`config.mk`:
```
export PLATFORM = sky130hd
export DESIGN_NAME = bitbang_cfg_tx
export DESIGN_NICKNAME = d
export VERILOG_FILES = /design/src/rtl/bitbang_cfg_tx_pkg.sv /design/src/rtl/bitbang_cfg_tx_fifo.sv /design/src/rtl/bitbang_cfg_tx.sv
export SDC_FILE = /design/constraint.sdc
export NUM_CORES = 1
export LEC_CHECK = 0
export ABC_AREA = 1
export CORE_ASPECT_RATIO = 1.75
export CORE_MARGIN = 2
export CORE_UTILIZATION = 25
export DETAILED_ROUTE_END_ITERATION = 12
export GPL_ROUTABILITY_DRIVEN = 0
export PLACE_DENSITY_LB_ADDON = 0.15
export RECOVER_POWER = 25
export SYNTH_ARGS = -nofsm -noshare
export SYNTH_HDL_FRONTEND = slang
export SYNTH_HIERARCHICAL = 1
export SYNTH_SLANG_ARGS = --single-unit
```
`constraint.sdc`:
```
create_clock -name wb_clk_i -period 11.5 [get_ports wb_clk_i]
set_input_delay 3.45 -clock wb_clk_i [delete_from_list [all_inputs] [get_ports wb_clk_i]]
set_output_delay 3.45 -clock wb_clk_i [all_outputs]
set_load 0.005 [all_outputs]
```
`src/rtl/bitbang_cfg_tx_pkg.sv`:
```
// rtl/bitbang_cfg_tx_pkg.sv - shared types and constants for the bitbang config transmitter.
package bitbang_cfg_tx_pkg;

  typedef enum logic [1:0] {
    IDLE,
    LOAD,
    LOW,
    HIGH
  } state_e;

  localparam logic [31:0] DATA_OFS   = 32'd0;
  localparam logic [31:0] STATUS_OFS = 32'd4;

  localparam int OVF_BIT  = 31;
  localparam int BUSY_BIT = 30;
  localparam int DONE_BIT = 29;

  localparam int FRAME_BITS = 48;

endpackage

```
`src/rtl/bitbang_cfg_tx_fifo.sv`:
```
// rtl/bitbang_cfg_tx_fifo.sv - synchronous word FIFO; a push on a full FIFO is taken only with a pop.
module bitbang_cfg_tx_fifo #(
  parameter int DEPTH = 4,
  parameter int WIDTH = 32
) (
  input  logic                     clk_i,
  input  logic                     rst_i,
  input  logic                     push_i,
  input  logic [WIDTH-1:0]         data_i,
  input  logic                     pop_i,
  output logic [WIDTH-1:0]         data_o,
  output logic                     full_o,
  output logic                     empty_o,
  output logic [$clog2(DEPTH):0]   level_o
);
  localparam int AW = $clog2(DEPTH);

  logic [WIDTH-1:0] mem_q [DEPTH];
  logic [AW-1:0]    wr_ptr_q, rd_ptr_q;
  logic [AW:0]      level_q;
  logic             do_push, do_pop;

  assign empty_o = (level_q == '0);
  assign full_o  = (level_q == (AW+1)'(DEPTH));
  assign level_o = level_q;
  assign data_o  = mem_q[rd_ptr_q];

  assign do_pop  = pop_i & ~empty_o;
  assign do_push = push_i & (~full_o | do_pop);

  always_ff @(posedge clk_i) begin
    if (do_push) mem_q[wr_ptr_q] <= data_i;
  end

  always_ff @(posedge clk_i) begin
    if (rst_i) begin
      wr_ptr_q <= '0;
      rd_ptr_q <= '0;
      level_q  <= '0;
    end else begin
      if (do_push) wr_ptr_q <= wr_ptr_q + 1'b1;
      if (do_pop)  rd_ptr_q <= rd_ptr_q + 1'b1;
      case ({do_push, do_pop})
        2'b10:   level_q <= level_q + 1'b1;
        2'b01:   level_q <= level_q - 1'b1;
        default: level_q <= level_q;
      endcase
    end
  end

endmodule

```
`src/rtl/bitbang_cfg_tx.sv`:
```
// rtl/bitbang_cfg_tx.sv - Wishbone-fed transmitter serialising {word, CTRL_WORD} frames on s_clk/s_data.
// Define BITBANG_CFG_TX_IRQ_EN to add the irq output and the sticky STATUS done flag.
module bitbang_cfg_tx
  import bitbang_cfg_tx_pkg::*;
#(
  parameter logic [31:0] BASE_ADDR  = 32'h3000_0100,
  parameter int          FIFO_DEPTH = 4,
  parameter int          CLK_DIV    = 2,
  parameter logic [15:0] CTRL_WORD  = 16'hFAB1
) (
  input  logic        wb_clk_i,
  input  logic        wb_rst_i,
  input  logic        wbs_stb_i,
  input  logic        wbs_cyc_i,
  input  logic        wbs_we_i,
  input  logic [3:0]  wbs_sel_i,
  input  logic [31:0] wbs_dat_i,
  input  logic [31:0] wbs_adr_i,
  output logic        wbs_ack_o,
  output logic [31:0] wbs_dat_o,
  output logic        s_clk,
  output logic        s_data,
  output logic        busy
`ifdef BITBANG_CFG_TX_IRQ_EN
  ,
  output logic        irq
`endif
);
  localparam int LW = $clog2(FIFO_DEPTH) + 1;
  localparam int DW = $clog2(CLK_DIV + 1);
  localparam int BW = $clog2(FRAME_BITS);
  localparam logic [DW-1:0] DIV_LAST = DW'(CLK_DIV - 1);
  localparam logic [BW-1:0] BIT_LAST = BW'(FRAME_BITS - 1);

  state_e                  state_q, state_d;
  logic [DW-1:0]           div_q, div_d;
  logic [BW-1:0]           bit_q, bit_d;
  logic [FRAME_BITS-1:0]   shreg_q, shreg_d;
  logic                    ack_q, ack_d;
  logic [31:0]             dat_q, dat_d;
  logic                    ovf_q, ovf_d;

  logic        sel_data, sel_status, hit;
  logic        wr_data, wr_status, rd_status;
  logic        fifo_push, fifo_pop, fifo_full, fifo_empty;
  logic [31:0] fifo_rdata;
  logic [LW-1:0] fifo_level;
  logic        done_bit;
  logic [31:0] status_word;
  logic        unused_sel;

  assign unused_sel = ^wbs_sel_i;

  // Register side effects happen on the edge that raises ack, so each ack maps to exactly one action.
  assign sel_data   = (wbs_adr_i == BASE_ADDR + DATA_OFS);
  assign sel_status = (wbs_adr_i == BASE_ADDR + STATUS_OFS);
  assign hit        = wbs_stb_i & wbs_cyc_i & (sel_data | sel_status);
  assign ack_d      = hit & ~ack_q;
  assign wr_data    = ack_d & wbs_we_i & sel_data;
  assign wr_status  = ack_d & wbs_we_i & sel_status;
  assign rd_status  = ack_d & ~wbs_we_i & sel_status;

  assign fifo_push = wr_data & (~fifo_full | fifo_pop);
  assign ovf_d     = (ovf_q & ~(wr_status & wbs_dat_i[OVF_BIT])) | (wr_data & fifo_full & ~fifo_pop);

  assign busy        = ~fifo_empty | (state_q != IDLE);
  assign status_word = {ovf_q, busy, done_bit, 13'b0, 16'(fifo_level)};
  assign dat_d       = rd_status ? status_word : 32'b0;

  assign wbs_ack_o = ack_q;
  assign wbs_dat_o = dat_q;
  assign s_clk     = (state_q == HIGH);
  assign s_data    = ((state_q == LOW) || (state_q == HIGH)) & shreg_q[FRAME_BITS-1];

  bitbang_cfg_tx_fifo #(
    .DEPTH (FIFO_DEPTH),
    .WIDTH (32)
  ) u_fifo (
    .clk_i   (wb_clk_i),
    .rst_i   (wb_rst_i),
    .push_i  (fifo_push),
    .data_i  (wbs_dat_i),
    .pop_i   (fifo_pop),
    .data_o  (fifo_rdata),
    .full_o  (fifo_full),
    .empty_o (fifo_empty),
    .level_o (fifo_level)
  );

  always_comb begin
    state_d  = state_q;
    div_d    = div_q;
    bit_d    = bit_q;
    shreg_d  = shreg_q;
    fifo_pop = 1'b0;
    case (state_q)
      IDLE: if (!fifo_empty) state_d = LOAD;
      LOAD: begin
        fifo_pop = 1'b1;
        shreg_d  = {fifo_rdata, CTRL_WORD};
        bit_d    = BIT_LAST;
        div_d    = '0;
        state_d  = LOW;
      end
      LOW: begin
        if (div_q == DIV_LAST) begin
          div_d   = '0;
          state_d = HIGH;
        end else begin
          div_d = div_q + 1'b1;
        end
      end
      HIGH: begin
        if (div_q == DIV_LAST) begin
          div_d   = '0;
          shreg_d = {shreg_q[FRAME_BITS-2:0], 1'b0};
          if (bit_q == '0) begin
            state_d = fifo_empty ? IDLE : LOAD;
          end else begin
            bit_d   = bit_q - 1'b1;
            state_d = LOW;
          end
        end else begin
          div_d = div_q + 1'b1;
        end
      end
      default: state_d = IDLE;
    endcase
  end

  always_ff @(posedge wb_clk_i) begin
    if (wb_rst_i) begin
      state_q <= IDLE;
      div_q   <= '0;
      bit_q   <= '0;
      shreg_q <= '0;
      ack_q   <= 1'b0;
      dat_q   <= '0;
      ovf_q   <= 1'b0;
    end else begin
      state_q <= state_d;
      div_q   <= div_d;
      bit_q   <= bit_d;
      shreg_q <= shreg_d;
      ack_q   <= ack_d;
      dat_q   <= dat_d;
      ovf_q   <= ovf_d;
    end
  end

`ifdef BITBANG_CFG_TX_IRQ_EN
  logic busy_q, irq_q, done_q;

  always_ff @(posedge wb_clk_i) begin
    if (wb_rst_i) begin
      busy_q <= 1'b0;
      irq_q  <= 1'b0;
      done_q <= 1'b0;
    end else begin
      busy_q <= busy;
      irq_q  <= busy_q & ~busy;
      done_q <= (busy_q & ~busy) | (done_q & ~(wr_status & wbs_dat_i[DONE_BIT]));
    end
  end

  assign irq      = irq_q;
  assign done_bit = done_q;
`else
  assign done_bit = 1'b0;
`endif

endmodule
```
==> run metrics, run 1 <==
reported leakage power 0.00351 uW; top achievable clock speed 174 MHz; final HPWL from detailed placement 11500 um; final routed DRC violation total 0; number of buffers inserted during clock tree synthesis 21; number of violations reported at the end of detailed-routing iteration 0 245; area grow syn2layout 20.3%; area of the placeable core 0.0330 mm2; Die Span X 143 um; final cell utilization of the core 30.6%; async set-or-reset flop fraction in the synthesized netlist 0%; antenna violations before repair 0; slew at the pin closest to its max-slew limit 851 ps; kind of path behind the tightest hold check reg -> reg; Min Clock Period, post-route 5740 ps; ratio of total power to cell area 171 mW/mm2; max-slew headroom at the worst pin 43.1%; data arrival time at the worst-slack endpoint 2290 ps; Die Y 247 um; number of enable-type register cells in the synthesized netlist 128; category of the worst setup path capture point primary output; final standard cell count with taps included and fillers excluded 1312; sequential fraction of the synthesis area 63.4%; number of distinct library cell variants in the gate-level netlist after synthesis 42; kind of critical path reg -> out; Critical Path Fanout Max 38; run status complete, no violations; Cells after DPL 1275; top library cells by usage in the layout, fill and taps aside 149 x sky130_fd_sc_hd__nor2_1, 128 x sky130_fd_sc_hd__edfxtp_1, 98 x sky130_fd_sc_hd__nand2_1, 78 x sky130_fd_sc_hd__a21oi_1, 73 x sky130_fd_sc_hd__dfxtp_1; Die Outline Area 0.0352 mm2; TritonCTS clock tree done; number of I/O port buffers 77; global-route wire length before repair 31300 um; clock skew after layout 7.80 ps; Post-Synthesis Mean Instance Area 10.2 um2; most area-hungry cell type in the Yosys netlist sky130_fd_sc_hd__edfxtp_1; post-detailed-route count of antenna-violating nets 0; initial standard-cell utilization of the core 25.4%; count of pins on the block boundary 109; RSZ-0062 raised after global routing no; H-tree levels 1; insertion delay of the later-clocked pin in the worst-skew pair 500 ps; leading cell type in the layout, fill and taps excluded sky130_fd_sc_hd__nor2_1; ratio of cells with drive above 1 in the final layout 8.16%; instance area after placement 0.00949 mm2; final max-slew violation count 0; clock buffer depth 3; row cnt 88; count of buffers added by post-CTS timing repair for setup 0; n_diodes 0; Period Utilization, post-route 49.9%; First-pass DRT Iterations 4; clock root buffer master sky130_fd_sc_hd__clkbuf_16; data required time at the worst endpoint 8050 ps; wire length per cell after detailed routing 15.2 um; total routing usage reported by global routing 11.4%; number of violations of the max-capacitance limit 0; Overflow after GRT 0; count of vias placed by the detailed router 5874; Non-Filler Cell Area, Final 0.0101 mm2; hold buffer count at cts 0; portion of synthesized cell area occupied by the leading cell type 45.7%; instance count of the mapped netlist 825; FF+latch count, synth 202; most area-consuming cells after synthesis sky130_fd_sc_hd__edfxtp_1 46%, sky130_fd_sc_hd__dfxtp_1 18%, sky130_fd_sc_hd__nor2_1 6.8%, sky130_fd_sc_hd__a21oi_1 4.6%, sky130_fd_sc_hd__nand2_1 4.4%; kind of start point of the critical path flop; Net count, final 972; clock net sink count 202; Synthesis Warnings 6; maximum vdd drop 0.0704 mV; pin count of the biggest net entering global routing 66; netlist area before placement 0.00840 mm2; via count of the first global-routing pass 5887; Hold Vio Cnt, Final 0; total wire length 19900 um; overall power of the completed layout 1720 uW; setup violators final 0; clock-pin slew of the registers on the worst-case setup and hold paths 70 ps; Setup Total Neg Slack 0 ps; primary flip-flop cell chosen by synthesis mapping sky130_fd_sc_hd__edfxtp_1; post-DR vias/cell 4.48; post-cts sizing count 0
## cell families (layout without fill, tap and decap cells)
family	Yosys count	after routing	synth area share (%)
AOI/OAI and AO/OA	204	204	13.3
adders and majority gates	6	6	0.983
buffers and inverters	120	176	7.07
DFF	202	202	63.4
other	1	27	0.0446
and+or+nand+nor	292	292	15.2
## synthesized netlist by cell type, types with 2 or more instances
| cell type | n |
|---|---|
| sky130_fd_sc_hd__nor2_1 | 153 |
| sky130_fd_sc_hd__edfxtp_1 | 128 |
| sky130_fd_sc_hd__nand2_1 | 98 |
| sky130_fd_sc_hd__a21oi_1 | 78 |
| sky130_fd_sc_hd__dfxtp_1 | 74 |
| sky130_fd_sc_hd__o21ai_0 | 48 |
| sky130_fd_sc_hd__inv_1 | 44 |
| sky130_fd_sc_hd__o22ai_1 | 34 |
| sky130_fd_sc_hd__buf_4 | 27 |
| sky130_fd_sc_hd__o21ai_1 | 24 |
| sky130_fd_sc_hd__buf_2 | 20 |
| sky130_fd_sc_hd__clkbuf_1 | 19 |
| sky130_fd_sc_hd__nor3_1 | 8 |
| sky130_fd_sc_hd__a22oi_1 | 6 |
| sky130_fd_sc_hd__nand3_1 | 6 |
| sky130_fd_sc_hd__a221oi_1 | 5 |
| sky130_fd_sc_hd__ha_1 | 5 |
| sky130_fd_sc_hd__inv_2 | 5 |
| sky130_fd_sc_hd__nand2_2 | 5 |
| sky130_fd_sc_hd__nand2_4 | 4 |
| sky130_fd_sc_hd__nor2_4 | 4 |
| sky130_fd_sc_hd__a31oi_1 | 3 |
| sky130_fd_sc_hd__nand4_1 | 3 |
| sky130_fd_sc_hd__nor4_1 | 3 |
| sky130_fd_sc_hd__a211oi_1 | 2 |
| sky130_fd_sc_hd__inv_4 | 2 |
| sky130_fd_sc_hd__nor2_8 | 2 |
## per-stage QoR
stage / setup WS (ps) / hold WS, ps
after floorplan: 4610 / 408
after detailed placement: 5280 / 433
final: 5760 / 439
after CTS: 5680 / 443
after global routing: 5520 / 469
after global placement: 5270 / 434
## power by group
part / total (uW) / internal, uW / switching (uW)
logic: 248 / 88.1 / 160
clock network: 627 / 351 / 275
registers: 849 / 821 / 27.9
total: 1720 / 1260 / 463
## state kept, by name, summed over array words and instances (netlist names), named ones only
register / count
u_fifo/mem_q: 128
bit_q: 6
ovf_q: 1
wbs_dat_o: 5
u_fifo/rd_ptr_q: 2
u_fifo/wr_ptr_q: 2
shreg_q: 48
wbs_ack_o: 1
u_fifo/level_o: 3
div_q: 2
state_q: 2
## final timing paths
path	from	endpoint	slack [ps]	depth (start not counted)
min	div_q[1]	div_q[1]	440	2
max	state_q[1]	s_clk	5760	4
min reg2reg	div_q[1]	div_q[1]	440	2
max reg2reg	state_q[1]	bit_q[5]	8590	10
## worst max-delay path: stages, from the launching register on
cell,delay (ps)
sky130_fd_sc_hd__dfxtp_1,460
sky130_fd_sc_hd__nand2_2,70
sky130_fd_sc_hd__buf_4,290
sky130_fd_sc_hd__inv_6,350
sky130_fd_sc_hd__clkdlybuf4s50_1,600
## cell type report
type,instances,area (um2)
Sequential cell,202,5330
Clock inverter,6,35.0
Timing Repair Buffer,87,841
Tap cell,405,507
Clock buffer,31,583
Multi-Input combinational cell,529,2610
Fill cell,3447,22900
Inverter,52,205
## routing by layer
metal / vias to the layer above / share of wire (%) / GRT usage (%)
li1: 2916 / - / -
met1: 2827 / 40 / 12.2
met2: 104 / 54 / 22.5
met3: 27 / 3.9 / 1.61
met4: 0 / 2.1 / 3.64
met5: - / 0 / 0
No activity file was read; power rests on OpenSTA's default activity.
==> inputs of run 2 (changes only) <==
==> constraint.sdc (replaced) <==
create_clock -name wb_clk_i -period 5.5 [get_ports wb_clk_i]
set_input_delay 1.65 -clock wb_clk_i [delete_from_list [all_inputs] [get_ports wb_clk_i]]
set_output_delay 1.65 -clock wb_clk_i [all_outputs]
set_load 0.005 [all_outputs]
==> run metrics, run 2 (same netlist as run 1, synthesis figures left out) <==
run status complete, no violations; slew at the pin closest to its max-slew limit 1080 ps (+227 ps); Die Outline Area 0.0352 mm2 (unchanged); final standard cell count with taps included and fillers excluded 1316 (+0.30%); First-pass DRT Iterations 4 (unchanged); total wire length 20200 um (+1.7%); clock net sink count 202 (unchanged); post-DR vias/cell 4.46 (-0.49%); number of I/O port buffers 77 (unchanged); area used by sequential logic in the layout 0.00533 mm2 (unchanged); count of vias placed by the detailed router 5863 (-0.19%); setup violators final 0 (unchanged); kind of start point of the critical path input port; leading cell type in the layout, fill and taps excluded sky130_fd_sc_hd__nor2_1; cell breakdown of the critical path clkdlybuf4s50_1 -> inv_1 -> nor2_1 -> nand2_1 -> nor2_1 -> nand2_1 -> a21oi_1 -> nand3_1 -> nor4_1 -> buf_4 -> nand2_4 -> nor2_4 -> buf_4; max incr delay on CP 480 ps (-120 ps); count of pins on the block boundary 109 (unchanged); kind of critical path in -> reg; Die Span X 143 um (unchanged); number of violations reported at the end of detailed-routing iteration 0 304 (+24%); overall power of the completed layout 3740 uW (+120%); Setup Total Neg Slack 0 ps (unchanged); Cells after DPL 1279 (+0.31%); clock root buffer master sky130_fd_sc_hd__clkbuf_16; antenna violations before repair 0 (unchanged); count of buffers added by post-CTS timing repair for setup 0 (unchanged); number of violations of the max-capacitance limit 0 (unchanged); largest register by flop count u_fifo/mem_q; Hold Vio Cnt, Final 0 (unchanged); TritonCTS clock tree done; area used by multi-input combinational logic 0.00261 mm2 (unchanged); max reg flops 128 (unchanged); post-cts sizing count 0 (unchanged); pin count of the biggest net entering global routing 65 (-1.5%); largest registers u_fifo/mem_q x128, shreg_q x48, bit_q x6; kind of path behind the tightest hold check reg -> reg; RSZ-0062 raised after global routing no; final max-slew violation count 0 (unchanged); critical path's slowest cell sky130_fd_sc_hd__nor2_4; total routing usage reported by global routing 11.7% (+0.34 points); ratio of total power to cell area 366 mW/mm2 (+110%); reported leakage power 0.00356 uW (+1.3%); Layout fillers 3476 (+0.84%); clock buffer depth 3 (unchanged); H-tree levels 1 (unchanged); Overflow after GRT 0 (unchanged); n_diodes 0 (unchanged); clock skew after layout 16.0 ps (+8.24 ps); category of the worst setup path capture point flop; hold buffer count at cts 0 (unchanged); Min Clock Period, post-route 3960 ps; category of cells accounting for the largest share of critical-path delay simple AND/OR/NAND/NOR gates; insertion delay of the later-clocked pin in the worst-skew pair 500 ps (about the same); initial standard-cell utilization of the core 25.4% (unchanged); row cnt 88 (unchanged); post-detailed-route count of antenna-violating nets 0 (unchanged); final routed DRC violation total 0 (unchanged); number of buffers inserted during clock tree synthesis 21 (unchanged); area of the placeable core 0.0330 mm2 (unchanged); maximum vdd drop 0.225 mV (+220%); via count of the first global-routing pass 6071 (+3.1%); wire length per cell after detailed routing 15.4 um (+1.4%); Die Y 247 um (unchanged); data required time at the worst endpoint 5690 ps (-2360 ps); Net count, final 976 (+0.41%); max-slew headroom at the worst pin 28.1% (-15 points); clock-pin slew of the registers on the worst-case setup and hold paths 60 ps (about the same); ratio of cells with drive above 1 in the final layout 8.78% (+0.62 points); Worst Path Buf+Inv 4 (+1); final HPWL from detailed placement 12100 um (+5.9%); global-route wire length before repair 32300 um (+3.3%); Critical Path Fanout Max 14 (-63%); area grow syn2layout 21.5%; Period Utilization, post-route 72.1%; top library cells by usage in the layout, fill and taps aside 149 x sky130_fd_sc_hd__nor2_1, 128 x sky130_fd_sc_hd__edfxtp_1, 98 x sky130_fd_sc_hd__nand2_1, 78 x sky130_fd_sc_hd__a21oi_1, 73 x sky130_fd_sc_hd__dfxtp_1; top achievable clock speed 252 MHz; data arrival time at the worst-slack endpoint 4150 ps (+1860 ps)
run 2: layer usage:
| metal | global-route usage [%] | wire length, um | part of all wire, % |
|---|---|---|---|
| met1 | 12.4 | 7990 | 40 |
| met2 | 23.2 | 11100 | 55 |
| met3 | 1.61 | 784 | 3.9 |
| met4 | 3.87 | 392 | 1.9 |
| met5 | 0 | 0 | 0 |
run 2: path summary, 6_finish.rpt:
check,startpoint,endpoint,slack [ps],cells past startpoint
setup reg to reg,state_q[0],u_fifo/mem_q[1][28],2830,8
setup / recovery,wbs_adr_i[8],u_fifo/mem_q[1][28],1540,13
hold / removal,div_q[1],div_q[1],430,2
hold reg to reg,div_q[1],div_q[1],430,2
run 2: per-stage QoR:
stage	util (%)	area, um2	hold slack (ps)	setup WS (ps)
floorplan	-	8500	408	411
finish	30.9	10200	434	1540
CTS	30.9	10200	438	1480
detailed placement	28.8	9520	428	973
global route	30.9	10200	466	1210
global placement	28.8	9520	432	895
run 2: area by class of cell:
type                       instances  area share (%)
clock inverter                    13            1.41
sequential                       202            52.2
inverter                          52            2.01
clock buffer                      24            5.35
tap                              405            4.96
multi-input combinational        529            25.6
timing repair buffer              91            8.52
run 2: report_power, final:
group	switching [uW]	internal, uW	leakage [uW]
clock network	582	855	0.000330
logic	339	189	0.00148
registers	57.7	1720	0.00175
total	978	2760	0.00356
run 2: worst reg2reg max path, delay by kind of cell (launching register included):
kind                   cells  cell delay, ps
and+or+nand+nor            5            1370
buffers and inverters      3             610
DFF                        1             380
